$ cat config.mk
export PLATFORM = sky130hd
export DESIGN_NAME = keypad_cmd_encoder_flat
export DESIGN_NICKNAME = d
export VERILOG_FILES = /design/src/rtl/keypad_cmd_encoder_if.sv /design/src/rtl/keypad_cmd_encoder.sv /design/src/flat_wrapper.sv
export SDC_FILE = /design/constraint.sdc
export NUM_CORES = 1
export LEC_CHECK = 0
export ABC_AREA = 1
export BUFFER_PORTS_ARGS = -buffer_cell sky130_fd_sc_hd__buf_2
export CAP_MARGIN = 20
export CORE_ASPECT_RATIO = 1.4
export CORE_MARGIN = 8
export CORE_UTILIZATION = 55
export CTS_BUF_LIST = sky130_fd_sc_hd__clkbuf_16
export DETAILED_ROUTE_END_ITERATION = 12
export PLACE_DENSITY = 0.76
export SLEW_MARGIN = 5
export SYNTH_ARGS = -nofsm -noshare
export SYNTH_HDL_FRONTEND = slang
export SYNTH_SLANG_ARGS = --single-unit
$ cat constraint.sdc
create_clock -name clock -period 1.4 [get_ports clock]
set_input_delay 0.07 -clock clock [delete_from_list [all_inputs] [get_ports clock]]
set_output_delay 0.07 -clock clock [all_outputs]
set_load 0.01 [all_outputs]
$ cat src/rtl/keypad_cmd_encoder_if.sv
// Keypad/command bundle between the matrix keypad front end and its consumer.
// The master side is the encoder; the slave side drives rows and receives commands.
interface keypad_cmd_encoder_if;
  logic [3:0] row_in;
  logic [3:0] col_out;
  logic [3:0] cmd;
  logic       cmd_valid;
  logic       busy;

  modport master (input row_in, output col_out, output cmd, output cmd_valid, output busy);
  modport slave  (output row_in, input col_out, input cmd, input cmd_valid, input busy);
endinterface

$ cat src/rtl/keypad_cmd_encoder.sv
// 4x4 keypad scanner: synchronises and debounces rows, then emits one
// HOLD_CYCLES-long cmd pulse per accepted keypress.
module keypad_cmd_encoder #(
  parameter int unsigned SCAN_DIV        = 4,
  parameter int unsigned DEBOUNCE_CYCLES = 8,
  parameter int unsigned HOLD_CYCLES     = 10,
  parameter logic [3:0]  IDLE_CMD        = 4'b1101
) (
  input logic                  clock,
  input logic                  reset,
  keypad_cmd_encoder_if.master kp
);

  localparam int unsigned MAX_SD  = (SCAN_DIV > DEBOUNCE_CYCLES) ? SCAN_DIV : DEBOUNCE_CYCLES;
  localparam int unsigned CNT_MAX = (MAX_SD > HOLD_CYCLES) ? MAX_SD : HOLD_CYCLES;
  localparam int unsigned CW      = $clog2(CNT_MAX + 1);
  localparam logic [CW-1:0] DIV_LAST  = CW'(SCAN_DIV - 1);
  localparam logic [CW-1:0] DEB_LAST  = CW'(DEBOUNCE_CYCLES - 1);
  localparam logic [CW-1:0] HOLD_LAST = CW'(HOLD_CYCLES - 1);

  typedef enum logic [1:0] {SCAN, DEBOUNCE, EMIT, WAIT_RELEASE} state_e;

  state_e        state_q, state_d;
  logic [3:0]    sync1_q, sync2_q;
  logic [1:0]    col_q, col_d;
  logic [1:0]    row_q, row_d;
  logic [CW-1:0] div_q, div_d;
  logic [CW-1:0] cnt_q, cnt_d;
  logic [3:0]    cmd_q, cmd_d;
  logic          valid_q, valid_d;
  logic [1:0]    low_row;
  logic          row_bit;

  function automatic logic [3:0] key_code(input logic [1:0] r, input logic [1:0] c);
    case ({r, c})
      4'd0:    key_code = 4'd1;
      4'd1:    key_code = 4'd2;
      4'd2:    key_code = 4'd3;
      4'd3:    key_code = 4'b1010;
      4'd4:    key_code = 4'd4;
      4'd5:    key_code = 4'd5;
      4'd6:    key_code = 4'd6;
      4'd7:    key_code = 4'b1011;
      4'd8:    key_code = 4'd7;
      4'd9:    key_code = 4'd8;
      4'd10:   key_code = 4'd9;
      4'd11:   key_code = 4'b1100;
      4'd12:   key_code = 4'b1111;
      4'd13:   key_code = 4'd0;
      4'd14:   key_code = 4'b1110;
      default: key_code = 4'b1101;
    endcase
  endfunction

  assign row_bit = sync2_q[row_q];

  always_comb begin
    state_d = state_q;
    col_d   = col_q;
    row_d   = row_q;
    div_d   = div_q;
    cnt_d   = cnt_q;
    cmd_d   = cmd_q;
    valid_d = valid_q;
    // Lowest row index wins when several rows are low
    if (!sync2_q[0])      low_row = 2'd0;
    else if (!sync2_q[1]) low_row = 2'd1;
    else if (!sync2_q[2]) low_row = 2'd2;
    else                  low_row = 2'd3;

    case (state_q)
      SCAN: begin
        if (div_q == DIV_LAST) begin
          div_d = '0;
          if (sync2_q != 4'hF) begin
            state_d = DEBOUNCE;
            row_d   = low_row;
            cnt_d   = '0;
          end else begin
            col_d = col_q + 2'd1;
          end
        end else begin
          div_d = div_q + 1'b1;
        end
      end
      DEBOUNCE: begin
        if (!row_bit) begin
          if (cnt_q == DEB_LAST) begin
            state_d = EMIT;
            cnt_d   = '0;
            cmd_d   = key_code(row_q, col_q);
            valid_d = 1'b1;
          end else begin
            cnt_d = cnt_q + 1'b1;
          end
        end else begin
          state_d = SCAN;
          cnt_d   = '0;
          div_d   = '0;
          col_d   = col_q + 2'd1;
        end
      end
      EMIT: begin
        if (cnt_q == HOLD_LAST) begin
          state_d = WAIT_RELEASE;
          cnt_d   = '0;
          cmd_d   = IDLE_CMD;
          valid_d = 1'b0;
        end else begin
          cnt_d = cnt_q + 1'b1;
        end
      end
      WAIT_RELEASE: begin
        if (row_bit) begin
          if (cnt_q == DEB_LAST) begin
            state_d = SCAN;
            cnt_d   = '0;
            div_d   = '0;
            col_d   = col_q + 2'd1;
          end else begin
            cnt_d = cnt_q + 1'b1;
          end
        end else begin
          cnt_d = '0;
        end
      end
      default: state_d = SCAN;
    endcase
  end

  always_ff @(posedge clock) begin
    if (reset) begin
      state_q <= SCAN;
      sync1_q <= '1;
      sync2_q <= '1;
      col_q   <= '0;
      row_q   <= '0;
      div_q   <= '0;
      cnt_q   <= '0;
      cmd_q   <= IDLE_CMD;
      valid_q <= 1'b0;
    end else begin
      state_q <= state_d;
      sync1_q <= kp.row_in;
      sync2_q <= sync1_q;
      col_q   <= col_d;
      row_q   <= row_d;
      div_q   <= div_d;
      cnt_q   <= cnt_d;
      cmd_q   <= cmd_d;
      valid_q <= valid_d;
    end
  end

  assign kp.col_out   = ~(4'b0001 << col_q);
  assign kp.cmd       = cmd_q;
  assign kp.cmd_valid = valid_q;
  assign kp.busy      = (state_q != SCAN);

endmodule

$ cat src/flat_wrapper.sv
// flat-port wrapper written by rule: the top's interface ports become plain ports
module keypad_cmd_encoder_flat 
#(
  parameter int unsigned SCAN_DIV        = 4,
  parameter int unsigned DEBOUNCE_CYCLES = 8,
  parameter int unsigned HOLD_CYCLES     = 10,
  parameter logic [3:0]  IDLE_CMD        = 4'b1101
)
  (clock, reset, kp_row_in, kp_col_out, kp_cmd, kp_cmd_valid, kp_busy);
  keypad_cmd_encoder_if kp_i ();
  input logic clock;
  input logic reset;
  input wire logic [$bits(kp_i.row_in)-1:0] kp_row_in;
  output wire logic [$bits(kp_i.col_out)-1:0] kp_col_out;
  output wire logic [$bits(kp_i.cmd)-1:0] kp_cmd;
  output wire logic [$bits(kp_i.cmd_valid)-1:0] kp_cmd_valid;
  output wire logic [$bits(kp_i.busy)-1:0] kp_busy;
  assign kp_i.row_in = kp_row_in;
  assign kp_col_out = kp_i.col_out;
  assign kp_cmd = kp_i.cmd;
  assign kp_cmd_valid = kp_i.cmd_valid;
  assign kp_busy = kp_i.busy;
  keypad_cmd_encoder #(.SCAN_DIV(SCAN_DIV), .DEBOUNCE_CYCLES(DEBOUNCE_CYCLES), .HOLD_CYCLES(HOLD_CYCLES), .IDLE_CMD(IDLE_CMD)) u_core (.clock(clock), .reset(reset), .kp(kp_i));
endmodule
# Yosys cells after proc, flatten, opt, wreduce, memory -nomap -nowiden
# Memories as Yosys holds them, arrays and structs flattened.
# Cells that the tools add are included.
dict set report op_classes {
  n_eq_ne 17
  n_addsub 3
  n_bitwise 1
  n_lt_le_gt_ge 1
  shifts 1
  n_mux 39
  n_reduce_logical 10
}
# op count
set ops {}
lappend ops {{2-to-1 mux 4 bit} 13}
lappend ops {{2-to-1 mux 2 bit} 14}
lappend ops {{one-hot mux 4 bit (4 select lines)} 1}
lappend ops {{inequality test 2 x 1 -> 1 bit (second input constant)} 7}
lappend ops {{one-hot mux 4 bit (3 select lines)} 1}
lappend ops {{AND reduction 6 bit} 2}
lappend ops {{adder 4 x 1 -> 4 bit (second input constant)} 2}
lappend ops {{one-hot mux 2 bit (4 select lines)} 1}
lappend ops {{one-hot mux 4 bit (2 select lines)} 1}
lappend ops {{AND reduction 4 bit} 2}
lappend ops {{one-hot mux 2 bit (3 select lines)} 1}
lappend ops {{2-to-1 mux 1 bit} 5}
lappend ops {{== test 2 bit (second input constant)} 2}
lappend ops {{== test 4 x 2 -> 1 bit (second input constant)} 1}
lappend ops {{== test 4 x 3 -> 1 bit (second input constant)} 1}
lappend ops {{== test 4 bit (second input constant)} 1}
lappend ops {{inequality test 2 bit (second input constant)} 2}
lappend ops {{inequality test 4 bit (second input constant)} 1}
lappend ops {{NOT 4 bit} 1}
lappend ops {{nonzero test 2 bit} 2}
lappend ops {{<< shifter 1 x 2 -> 4 bit (first input constant)} 1}
lappend ops {{< comparator 2 x 3 -> 1 bit (second input constant)} 1}
lappend ops {{inequality test 3 x 1 -> 1 bit (second input constant)} 1}
lappend ops {{AND reduction 3 bit} 1}
lappend ops {{7 further kinds} 7}
dict set report word_totals {
  mem_bits_ro 64
  inputBits 6
  reg_bits 27
  elab_cells 82
  mem_count 1
}
# memory words word_bits read_ports rd_clocked_by_memory_dff write_ports line
set mem_list {}
lappend mem_list {{(name not given)} 16 4 1 0 0 keypad_cmd_encoder.sv:35} ;# case ({r, c})

# Longest topological paths before layout
dict set report depth {
  depth_word 4
  depth_mapped 10
  mapped_depth_nobuf 10
}

# Least setup slack after synthesis
# OpenSTA, ideal clock, no wires.
dict set report synth_path {
  path_type {reg2reg}
  start {register u_core.cnt_q[0]}
  end {register (tool-made name)}
  arrival_ns 1.166
  period_less_slack_ns 1.280
  setup_slack_ns 0.120
  path_stages_with_launch 9
  cell_sequence {dfxtp_1 -> ha_1 -> nand2_1 -> nor2_1 -> nor2_1 -> o21ai_1 -> nand4_1 -> nand3_1 -> nand2_1}
}
# element line
set synth_lines {}
lappend synth_lines {{start, declared} keypad_cmd_encoder.sv:28} ;# logic [CW-1:0] cnt_q, cnt_d;
lappend synth_lines {{start signal, assigned} keypad_cmd_encoder.sv:149} ;# cnt_q <= cnt_d;

# Worst setup path after layout
dict set report layout_path {
  start {register u_core.col_q[1]}
  end {register u_core.cmd_q[0], in the netlist u_core.kp.cmd[0]}
}
dict set report layout_via {
  elab_chain_len 4
}
# element line
set layout_lines {}
lappend layout_lines {{start, declared} keypad_cmd_encoder.sv:25} ;# logic [1:0] col_q, col_d;
lappend layout_lines {{start signal, assigned} keypad_cmd_encoder.sv:146} ;# col_q <= col_d;
lappend layout_lines {{memory (16 x 4 bit)} --}
lappend layout_lines {{2-to-1 mux 4 bit} keypad_cmd_encoder.sv:88} ;# if (cnt_q == DEB_LAST) begin
lappend layout_lines {{2-to-1 mux 4 bit} keypad_cmd_encoder.sv:87} ;# if (!row_bit) begin
lappend layout_lines {{one-hot mux 4 bit (2 select lines)} keypad_cmd_encoder.sv:71} ;# case (state_q)
lappend layout_lines {{end signal, assigned} keypad_cmd_encoder.sv:150} ;# cmd_q <= cmd_d;
lappend layout_lines {{end, declared} keypad_cmd_encoder.sv:29} ;# logic [3:0] cmd_q, cmd_d;
# Every way passes these cells. The select of a mux whose other input is x is not followed.
# A chain may end at the register's enable or synchronous reset.

==> impl_metrics.toml <==
[setup_path]
cp_data_required_time_ps = 1540
start_kind = "register"
arrival_ps = 1460
criticalPathCategory = "register to register"
path_max_fanout = 3
end_kind = "register"

[status]
status = "completed"

[yosys]
synthCells = 201
mappedNetlistArea_mm2 = 0.001426
synth.distinct_cells = 24
syn_nets = 215
synth.avg_cell_area_um2 = 7.096
ys_warn_count = 0
ys_ff_latch = 27
yosysSeqAreaShare_pct = 37.89

[route]
dr.pass1.iters = 4
vias = 1308
via_per_inst = 5.011
drc = 0
drt_wl_total_um = 3143
drt_iter0_markers = 42
wl_per_cell_um = 12.04
ant_nets = 0

[global_route]
grt_overflow_total = 0
grt_max_degree = 20
grt_pass1_wl_um = 5154
antenna_found_initial = 0
grt_pass1_vias = 1272
grtUsageTotal_pct = 14.09

[timing]
drv_slew = 0
period_share_pct = 94.42
grt_setup_unrepaired = "true"
worst_pin_slew_ps = 348.2
slew_headroom_pct = 76.70
min_period_ps = 1322
hold_viol = 0
max_freq_mhz = 756.5
setup_viol_count_final = 0
fin_setup_tns_ps = 0
skew_ps = 1.719

[cells_and_area]
post-route-util_pct = 67.93
area.growth.synth_to_final_pct = 20.61
drive_above_1_share_pct = 25.78
nFillCells = 236
nets = 240
multi_input_area_um2 = 814.5
regArea_um2 = 553.0
antennaDiodeCount = 0

[clocking]
cts_buffers = 3
cts_sinks = 27
clkLatencyLatePin_ps = 260
htree_levels = 1
clkTransAtPathRegs_ps = 60
root_buffer = "clkbuf_16"
cts_tree = "done"
max-clock-path-buffers = 2

[floorplanning]
die_h_um = 76.26
die_area_mm2 = 0.004502
core_area_mm2 = 0.002532
start_util_pct = 56.32
rows = 22
ios = 16
die_x_um = 59.04

[min_path]
hp-class = "primary input to register"

[power]
leakagePower_nw = 0.8217
irDropWorstVdd_mv = 0.8767
powerDensity_mw_per_mm2 = 1042

[place]
gp_congestion = 0.8628
port_buffers = 15
hpwl_um = 2277

[job]
cap_violations = 0
## placed cells by master, fill, tap and decap left out, types with 2 or more instances in the layout
cell type,count
a21oi_1,11
or2_2,8
xor2_1,4
ha_1,7
clkinv_1,2
a211oi_1,2
o21ai_0,6
nand3_1,16
nor3_1,2
nor2_2,3
dlygate4sd3_1,3
nor2_1,16
inv_1,18
nand4_1,2
dfxtp_2,4
dfxtp_1,21
clkbuf_16,3
nand3_2,3
buf_2,15
nand2_1,53
buf_4,4
nand2_2,5
inv_2,6
dfxtp_4,2
o21ai_1,2
## per-stage QoR
stage               setup WS (ps)  hold WS (ps)  power [W]  instances  area, µm²
global route               -50.01         2.883   0.001887        261       1720
CTS                         3.803         2.664   0.001790        259       1665
finish                      78.09         2.160   0.001792        261       1720
floorplan                   119.7         173.8   0.001063        201       1426
detailed placement         -33.72         257.9   0.001160        253       1562
global placement            44.64         252.0   0.001147        253       1562
## metal layers
layer	vias up	routed length [µm]	track usage [%]
li1	687	-	-
met1	592	1277	14.03
met2	23	1661	26.10
met3	6	139	3.041
met4	0	65	6.250
met5	-	0	0
## flip-flops by register name, indices dropped and copies added, names as in the netlist, named ones only
register and count:
u_core.cnt_q 4, u_core.col_q 2, u_core.div_q 4, u_core.kp.cmd 4
u_core.kp.cmd_valid 1, u_core.row_q 2, u_core.state_q 1, u_core.sync1_q 4
u_core.sync2_q 4
## path summary, 6_finish.rpt
check / depth (start not counted) / endpoint / startpoint / slack, ps
min: 2 / u_core.sync1_q[3] / kp_row_in[3] / 2
max: 7 / u_core.kp.cmd[0] / u_core.col_q[1] / 80
max reg2reg: 7 / u_core.kp.cmd[0] / u_core.col_q[1] / 80
min reg2reg: 1 / u_core.sync2_q[3] / u_core.sync1_q[3] / 410
## area by class of cell
class,count,share of cell area [%]
Sequential cell,27,32.15
Multi-Input combinational cell,147,47.35
Clock inverter,1,0.2182
Timing Repair Buffer,22,7.855
Tap cell,36,2.618
Inverter,25,5.455
Clock buffer,3,4.364
## what timing repair did
item | in CTS | in global routing
endpoints found under the hold margin | 2 | 1
hold buffers | 2 | 1
pin swaps | 0 | 4
gates resized for setup | 3 | 14
setup buffers | 0 | 1
endpoints found under the setup margin | 6 | 16
## logic make-up after synthesis
| group | count (synthesis) | synth area share, % |
|---|---|---|
| AND/OR/NAND/NOR | 111 | 35.79 |
| buffers and inverters | 27 | 7.105 |
| flip-flops | 27 | 37.89 |
| AO/OA/AOI/OAI | 24 | 9.736 |
| adder cells (fa/ha/maj) | 8 | 7.018 |
| XOR/XNOR | 4 | 2.456 |
## critical path, cell delays in order, from the launching register on
cell	delay [ps]
dfxtp_1	360
inv_1	90
ha_1	320
nor2_2	50
nor2_1	100
a21oi_1	50
o21ai_0	150
nand3_1	90
## where the power goes
group | total [W] | leakage, nW | internal, W | switching, W
Clock | 0.000630 | 0.0423 | 0.000382 | 0.000248
Combinational | 0.000320 | 0.555 | 0.000125 | 0.000195
Sequential | 0.000842 | 0.224 | 0.000805 | 0.0000372
## cell usage after synthesis
cell      instances  area share [%]
clkinv_1          2            0.53
or2_2             8             3.5
dfxtp_1          27              38
nand4_1           2            0.88
nand2_2           4             1.8
a21oi_1          11             3.9
o22ai_2           1            0.88
o21ai_0           7             2.5
ha_1              8             7.0
inv_1            18             4.7
xor2_1            4             2.5
nand2_1          54              14
o211ai_1          1            0.53
clkbuf_1          2            0.53
nand3_1          16             5.6
o21ai_1           1            0.35
a21oi_2           1            0.61
nand3b_1          1            0.53
a211oi_1          2             1.1
nor3_1            2            0.70
nor2_4            1            0.79
inv_2             5             1.3
nor2_1           19             5.0
nand3_2           4             2.8
Note: power is estimated with default switching activity, not from simulation.
